[config.mk]
export PLATFORM = sky130hd
export DESIGN_NAME = avst_fifo_reader_flat
export DESIGN_NICKNAME = d
export VERILOG_FILES = /design/src/rtl/avst_fifo_reader_if.sv /design/src/rtl/avst_fifo_reader.sv /design/src/flat_wrapper.sv
export SDC_FILE = /design/constraint.sdc
export NUM_CORES = 1
export LEC_CHECK = 0
export BUFFER_PORTS_ARGS = -buffer_cell sky130_fd_sc_hd__buf_4
export CORE_MARGIN = 5
export CORE_UTILIZATION = 40
export DETAILED_ROUTE_END_ITERATION = 6
export MAX_ROUTING_LAYER = met4
export PLACE_DENSITY = 0.65
export SLEW_MARGIN = 20
export SYNTH_ARGS = -nofsm -noshare
export SYNTH_HDL_FRONTEND = slang
export SYNTH_SLANG_ARGS = --single-unit
[constraint.sdc]
create_clock -name CLK -period 3 [get_ports CLK]
set_clock_uncertainty 0.1 [all_clocks]
set_input_delay 0.75 -clock CLK [delete_from_list [all_inputs] [get_ports CLK]]
set_output_delay 0.75 -clock CLK [all_outputs]
set_load 0.005 [all_outputs]
[src/rtl/avst_fifo_reader_if.sv]
// avst_fifo_reader_if: FIFO read port and Avalon-ST source bundle for the FIFO drain engine.
interface avst_fifo_reader_if #(
    parameter int DATA_WIDTH = 32,
    parameter int CNT_WIDTH  = 16
);
    // FIFO read side (CLK0 domain)
    logic [DATA_WIDTH-1:0] fifo_q;
    logic                  fifo_empty;
    logic                  fifo_deq;

    // Avalon-ST source
    logic [DATA_WIDTH-3:0] out_data;
    logic                  out_sop;
    logic                  out_eop;
    logic                  out_valid;
    logic                  out_ready;

    // Status
    logic                  err_orphan;
    logic                  err_trunc;
    logic [CNT_WIDTH-1:0]  pkt_cnt;

    // The drain engine.
    modport master (
        input  fifo_q, fifo_empty, out_ready,
        output fifo_deq, out_data, out_sop, out_eop, out_valid,
               err_orphan, err_trunc, pkt_cnt
    );

    // FIFO plus downstream sink.
    modport slave (
        output fifo_q, fifo_empty, out_ready,
        input  fifo_deq, out_data, out_sop, out_eop, out_valid,
               err_orphan, err_trunc, pkt_cnt
    );
endinterface

[src/rtl/avst_fifo_reader.sv]
// avst_fifo_reader: drains a BRAM dual-clock FIFO (one-cycle read latency) into an
// Avalon-ST source through a 2-entry buffer, filtering packet framing from the
// in-band SOP/EOP flags and counting packets delivered to the sink.
module avst_fifo_reader #(
    parameter int DATA_WIDTH = 32,
    parameter int CNT_WIDTH  = 16
) (
    input logic                CLK,
    input logic                RST,
    avst_fifo_reader_if.master bus
);
    localparam logic [0:0] IDLE   = 1'b0;
    localparam logic [0:0] IN_PKT = 1'b1;

    logic [0:0]            state;
    logic [1:0]            occ;
    logic                  inflight;
    logic [DATA_WIDTH-1:0] ent0;
    logic [DATA_WIDTH-1:0] ent1;

    logic [DATA_WIDTH-1:0] word;
    logic                  w_sop;
    logic                  w_eop;
    logic                  push;
    logic                  handshake;
    logic [1:0]            committed;

    // Landing-word decode, handshake and pop decision; buffer slots plus words
    // in flight never exceed two, and a same-cycle sink handshake frees a slot.
    always_comb begin
        word          = bus.fifo_q;
        w_sop         = word[DATA_WIDTH-1];
        w_eop         = word[DATA_WIDTH-2];
        push          = inflight && ((state == IN_PKT) || w_sop);
        handshake     = (occ != 2'd0) && bus.out_ready;
        committed     = occ + {1'b0, inflight};
        bus.fifo_deq  = !RST && !bus.fifo_empty && ((committed < 2'd2) || handshake);
        bus.out_valid = (occ != 2'd0);
        bus.out_data  = ent0[DATA_WIDTH-3:0];
        bus.out_sop   = ent0[DATA_WIDTH-1];
        bus.out_eop   = ent0[DATA_WIDTH-2];
    end

    // A pop this cycle means fifo_q carries a word next cycle.
    always_ff @(posedge CLK) begin
        if (RST) begin
            inflight <= 1'b0;
        end else begin
            inflight <= bus.fifo_deq;
        end
    end

    // Framing filter on each landing word; error pulses align with the buffer write.
    always_ff @(posedge CLK) begin
        if (RST) begin
            state          <= IDLE;
            bus.err_orphan <= 1'b0;
            bus.err_trunc  <= 1'b0;
        end else begin
            bus.err_orphan <= inflight && (state == IDLE) && !w_sop;
            bus.err_trunc  <= inflight && (state == IN_PKT) && w_sop;
            if (push) begin
                state <= w_eop ? IDLE : IN_PKT;
            end
        end
    end

    // Shift-structured 2-entry buffer: ent0 is always the head presented to the sink.
    always_ff @(posedge CLK) begin
        if (RST) begin
            occ  <= 2'd0;
            ent0 <= '0;
            ent1 <= '0;
        end else begin
            case ({handshake, push})
                2'b01: begin
                    if (occ == 2'd0) begin
                        ent0 <= word;
                    end else begin
                        ent1 <= word;
                    end
                    occ <= occ + 2'd1;
                end
                2'b10: begin
                    ent0 <= ent1;
                    occ  <= occ - 2'd1;
                end
                2'b11: begin
                    if (occ == 2'd2) begin
                        ent0 <= ent1;
                        ent1 <= word;
                    end else begin
                        ent0 <= word;
                    end
                end
                default: begin
                end
            endcase
        end
    end

    // Packet counter advances on every EOP beat the sink accepts; wraps silently.
    always_ff @(posedge CLK) begin
        if (RST) begin
            bus.pkt_cnt <= '0;
        end else if (handshake && ent0[DATA_WIDTH-2]) begin
            bus.pkt_cnt <= bus.pkt_cnt + {{(CNT_WIDTH-1){1'b0}}, 1'b1};
        end
    end
endmodule

[src/flat_wrapper.sv]
// flat-port wrapper written by rule: the top's interface ports become plain ports
module avst_fifo_reader_flat 
#(
    parameter int DATA_WIDTH = 32,
    parameter int CNT_WIDTH  = 16
)
  (CLK, RST, bus_fifo_q, bus_fifo_empty, bus_out_ready, bus_fifo_deq, bus_out_data, bus_out_sop, bus_out_eop, bus_out_valid, bus_err_orphan, bus_err_trunc, bus_pkt_cnt);
  avst_fifo_reader_if #(.DATA_WIDTH(DATA_WIDTH), .CNT_WIDTH(CNT_WIDTH)) bus_i ();
  input logic CLK;
  input logic RST;
  input wire logic [$bits(bus_i.fifo_q)-1:0] bus_fifo_q;
  input wire logic [$bits(bus_i.fifo_empty)-1:0] bus_fifo_empty;
  input wire logic [$bits(bus_i.out_ready)-1:0] bus_out_ready;
  output wire logic [$bits(bus_i.fifo_deq)-1:0] bus_fifo_deq;
  output wire logic [$bits(bus_i.out_data)-1:0] bus_out_data;
  output wire logic [$bits(bus_i.out_sop)-1:0] bus_out_sop;
  output wire logic [$bits(bus_i.out_eop)-1:0] bus_out_eop;
  output wire logic [$bits(bus_i.out_valid)-1:0] bus_out_valid;
  output wire logic [$bits(bus_i.err_orphan)-1:0] bus_err_orphan;
  output wire logic [$bits(bus_i.err_trunc)-1:0] bus_err_trunc;
  output wire logic [$bits(bus_i.pkt_cnt)-1:0] bus_pkt_cnt;
  assign bus_i.fifo_q = bus_fifo_q;
  assign bus_i.fifo_empty = bus_fifo_empty;
  assign bus_i.out_ready = bus_out_ready;
  assign bus_fifo_deq = bus_i.fifo_deq;
  assign bus_out_data = bus_i.out_data;
  assign bus_out_sop = bus_i.out_sop;
  assign bus_out_eop = bus_i.out_eop;
  assign bus_out_valid = bus_i.out_valid;
  assign bus_err_orphan = bus_i.err_orphan;
  assign bus_err_trunc = bus_i.err_trunc;
  assign bus_pkt_cnt = bus_i.pkt_cnt;
  avst_fifo_reader #(.DATA_WIDTH(DATA_WIDTH), .CNT_WIDTH(CNT_WIDTH)) u_core (.CLK(CLK), .RST(RST), .bus(bus_i));
endmodule
==> results.md <==
* Period utilization at approximately 87%
* DIE WIDTH at around 100 um
* Total clock sinks at 86
* Remaining antenna violation count at 0
* Largest driver fanout on the critical path at 20
* Synthesized Nets at 450
* Global-route usage over all layers at between 10% and 20%
* Top Ports at just under 90
* Die ar. at approximately 11000 um^2
* Synth Register Bits at 86
* Reg area at ~1700 um^2
* Synth Warn # at 0
* CTS root buffer: clkbuf_8
* Worst Min Path Start: u_core.ent1[3]
* Req. time, crit path at 3.16 ns
* Worst setup EP type: flop
* CTS tree: yes
* CTS Buf Count at 9
* Fill cell count at around 840
* Vias per cell at roughly 5.3
* Critical path startpoint: u_core.occ[0]
* Footprint of the multi-input gates at about 1600 um^2
* Initial DRT Pass Iterations at 6
* Final Hold Vio Count at 0
* WL per Instance at 14.5 um
* Post-synthesis cell area at about 3500 um^2
* Slew @ Worst Pin at ~0.9 ns
* Vias in the first global route at 2947
* Initial Util at 40.4%
* Worst-path clk slew at 0.08 ns
* Post-synth top area share at 49.8%
* Slew margin rel. at around two fifths
* Min Tclk post-route at between 2 and 3 ns
* Max Slew Vio Count at 0
* Max_cap viols at 0
* Critical path type: reg -> reg
* Total gr overflow at 0
* Syn Area/Cell at between 8 and 9 um^2
* DRC at 0
* Share of layout cells above drive strength 1 at between 20% and 30%
* Initial antenna violation count at 0
* Largest stage delay, worst path at between 0.4 and 0.5 ns
* Worst setup SP type: flop
* Core box area at around 8600 um^2
* Most common cell after layout, fill and taps aside: buf_4
* DRT iter0 DRCs at 146
* Post-synthesis cell count at 409
* Syn-to-layout area delta at 28.4%
* Fin nets at between 500 and 600
* Design area at approximately 4400 um^2
* Worst reg2reg startpoint: u_core.occ[0]
* Top cell type by total area after synthesis: dfxtp_1
* Fmax at 385 MHz
* Vias post-DR at around 3200
* Setup TNS Final at 0 ns
* Clk buf depth at 2
* I/O Buffers at 87
* Crit-path cells: or2_1 > and2_1 > ha_1 > o2bb2ai_2 > buf_4 > a221oi_1 > nor3_1
* Routed WL at approximately 8.7 mm
* Worst min-delay path category: reg -> reg
* Crit-path leading delay family: simple AND/OR/NAND/NOR gates
* Largest net degree at the start of global routing at 87
* Slowest stage cell, crit path: o2bb2ai_2
* Pwr Density at 684 nW/um^2
* # resized after CTS at 0
* Htree depth at 3
* LEAKAGE at 0.00172 uW
* Gpl congestion at 0.770
* DP HPWL at 5.74 mm
* RSZ-0062 raised after global routing: no
* WP buf/inv at 1
* Synth area leaders: dfxtp_1, nand2_1, a221oi_1
* Clk_lat worst skew at around 0.34 ns
* Register area share after synthesis at between 40% and 50%
* Area after DPL at between 4000 and 5000 um^2
* Global-route wire length before repair at 14.1 mm
* Status: finished, final reports clean
* Count of cell types in the netlist at 39
* Worst path arrival time at 2.76 ns
* DIE HEIGHT at 103 um
* Ant diodes at 0
* Most frequent cells in the layout: buf_4, dfxtp_1, nand2_1
* CTS Hold Bufs at 0
* # setup viols final at 0
* # rows at 34
* Post-CTS Setup Inserts at 0
* VDD IR-drop max at between 0.2 and 0.3 mV
## state kept, by name (all words and copies together), names as in the netlist
name                   cells
u_core.inflight            1
u_core.occ                 2
u_core.bus.err_trunc       1
u_core.ent1               32
u_core.ent0               32
u_core.bus.pkt_cnt        16
u_core.state               1
u_core.bus.err_orphan      1
## power breakdown
| group | internal [uW] | switching [uW] | total, uW |
|---|---|---|---|
| registers | 1270 | 82.7 | 1360 |
| clock network | 556 | 414 | 970 |
| logic | 328 | 382 | 709 |
## stage by stage
| stage | hold WS, ns | total power (uW) | util, % | instances | setup WS, ns |
|---|---|---|---|---|---|
| 2_1_floorplan | 0.330 | 1780 | - | 409 | 0.545 |
| 3_3_place_gp | 0.341 | 2090 | 49.0 | 583 | 0.171 |
| 3_5_place_dp | 0.347 | 2100 | 49.0 | 583 | 0.117 |
| 4_1_cts | 0.360 | 3070 | 51.9 | 599 | 0.412 |
| 5_1_grt | 0.379 | 3230 | 51.9 | 599 | 0.207 |
| 6_report | 0.359 | 3040 | 51.9 | 599 | 0.403 |
## cells in the mapped netlist
cell type,instances
o21ai_0,8
o31ai_1,2
buf_6,1
o21bai_1,1
nand3_1,5
o2bb2ai_1,1
or3_4,1
inv_2,1
and4_1,1
clkbuf_1,22
a21oi_1,42
nand4_1,1
o211ai_2,1
nor4_1,3
o21a_1,1
nand2_1,75
a221oi_1,32
or2b_1,1
xnor2_1,7
or2_1,1
xor2_1,3
nor2_1,42
o211a_1,2
or4_1,2
buf_1,1
ha_1,5
a211oi_1,1
and4b_1,1
nor4b_1,2
dfxtp_1,86
o211ai_1,1
and2_1,2
buf_2,4
inv_1,3
or3_2,1
buf_4,4
nor3_1,34
or3_1,7
o21ai_1,1
## tightest hold or removal path, stage by stage (launching register included)
cell	delay, ns
dfxtp_1	0.31
nand2_1	0.05
a21oi_1	0.05
## cell type report
| cell class | count | share of cell area, % |
|---|---|---|
| sequential | 86 | 38.8 |
| multi-input combinational | 287 | 35.7 |
| timing repair buffer | 98 | 16.6 |
| tap | 108 | 3.04 |
| clock buffer | 9 | 2.79 |
| clock inverter | 7 | 2.71 |
| inverter | 4 | 0.338 |
## per-layer routing
layer	GRT usage [%]	routed length (um)	vias to the layer above
met2	27.7	4280	88
li1	-	-	1596
met4	6.27	80	0
met5	-	0	-
met1	21.8	3830	1497
met3	3.18	496	6
## cell families after synthesis
family | share of synthesized area (%)
adders and majority gates | 1.81
DFF | 49.8
buffers and inverters | 4.71
AOI/OAI and AO/OA | 18.0
xor gates and xnor gates | 2.53
and+or+nand+nor | 23.1
## worst paths after layout
check / to / slack, ns / depth (start not counted)
setup / recovery: u_core.ent0[14] / 0.40 / 7
hold / removal: u_core.ent1[3] / 0.36 / 2
setup reg to reg: u_core.ent0[14] / 0.40 / 7
hold reg to reg: u_core.ent1[3] / 0.36 / 2
(Power assumes the default switching activity.)
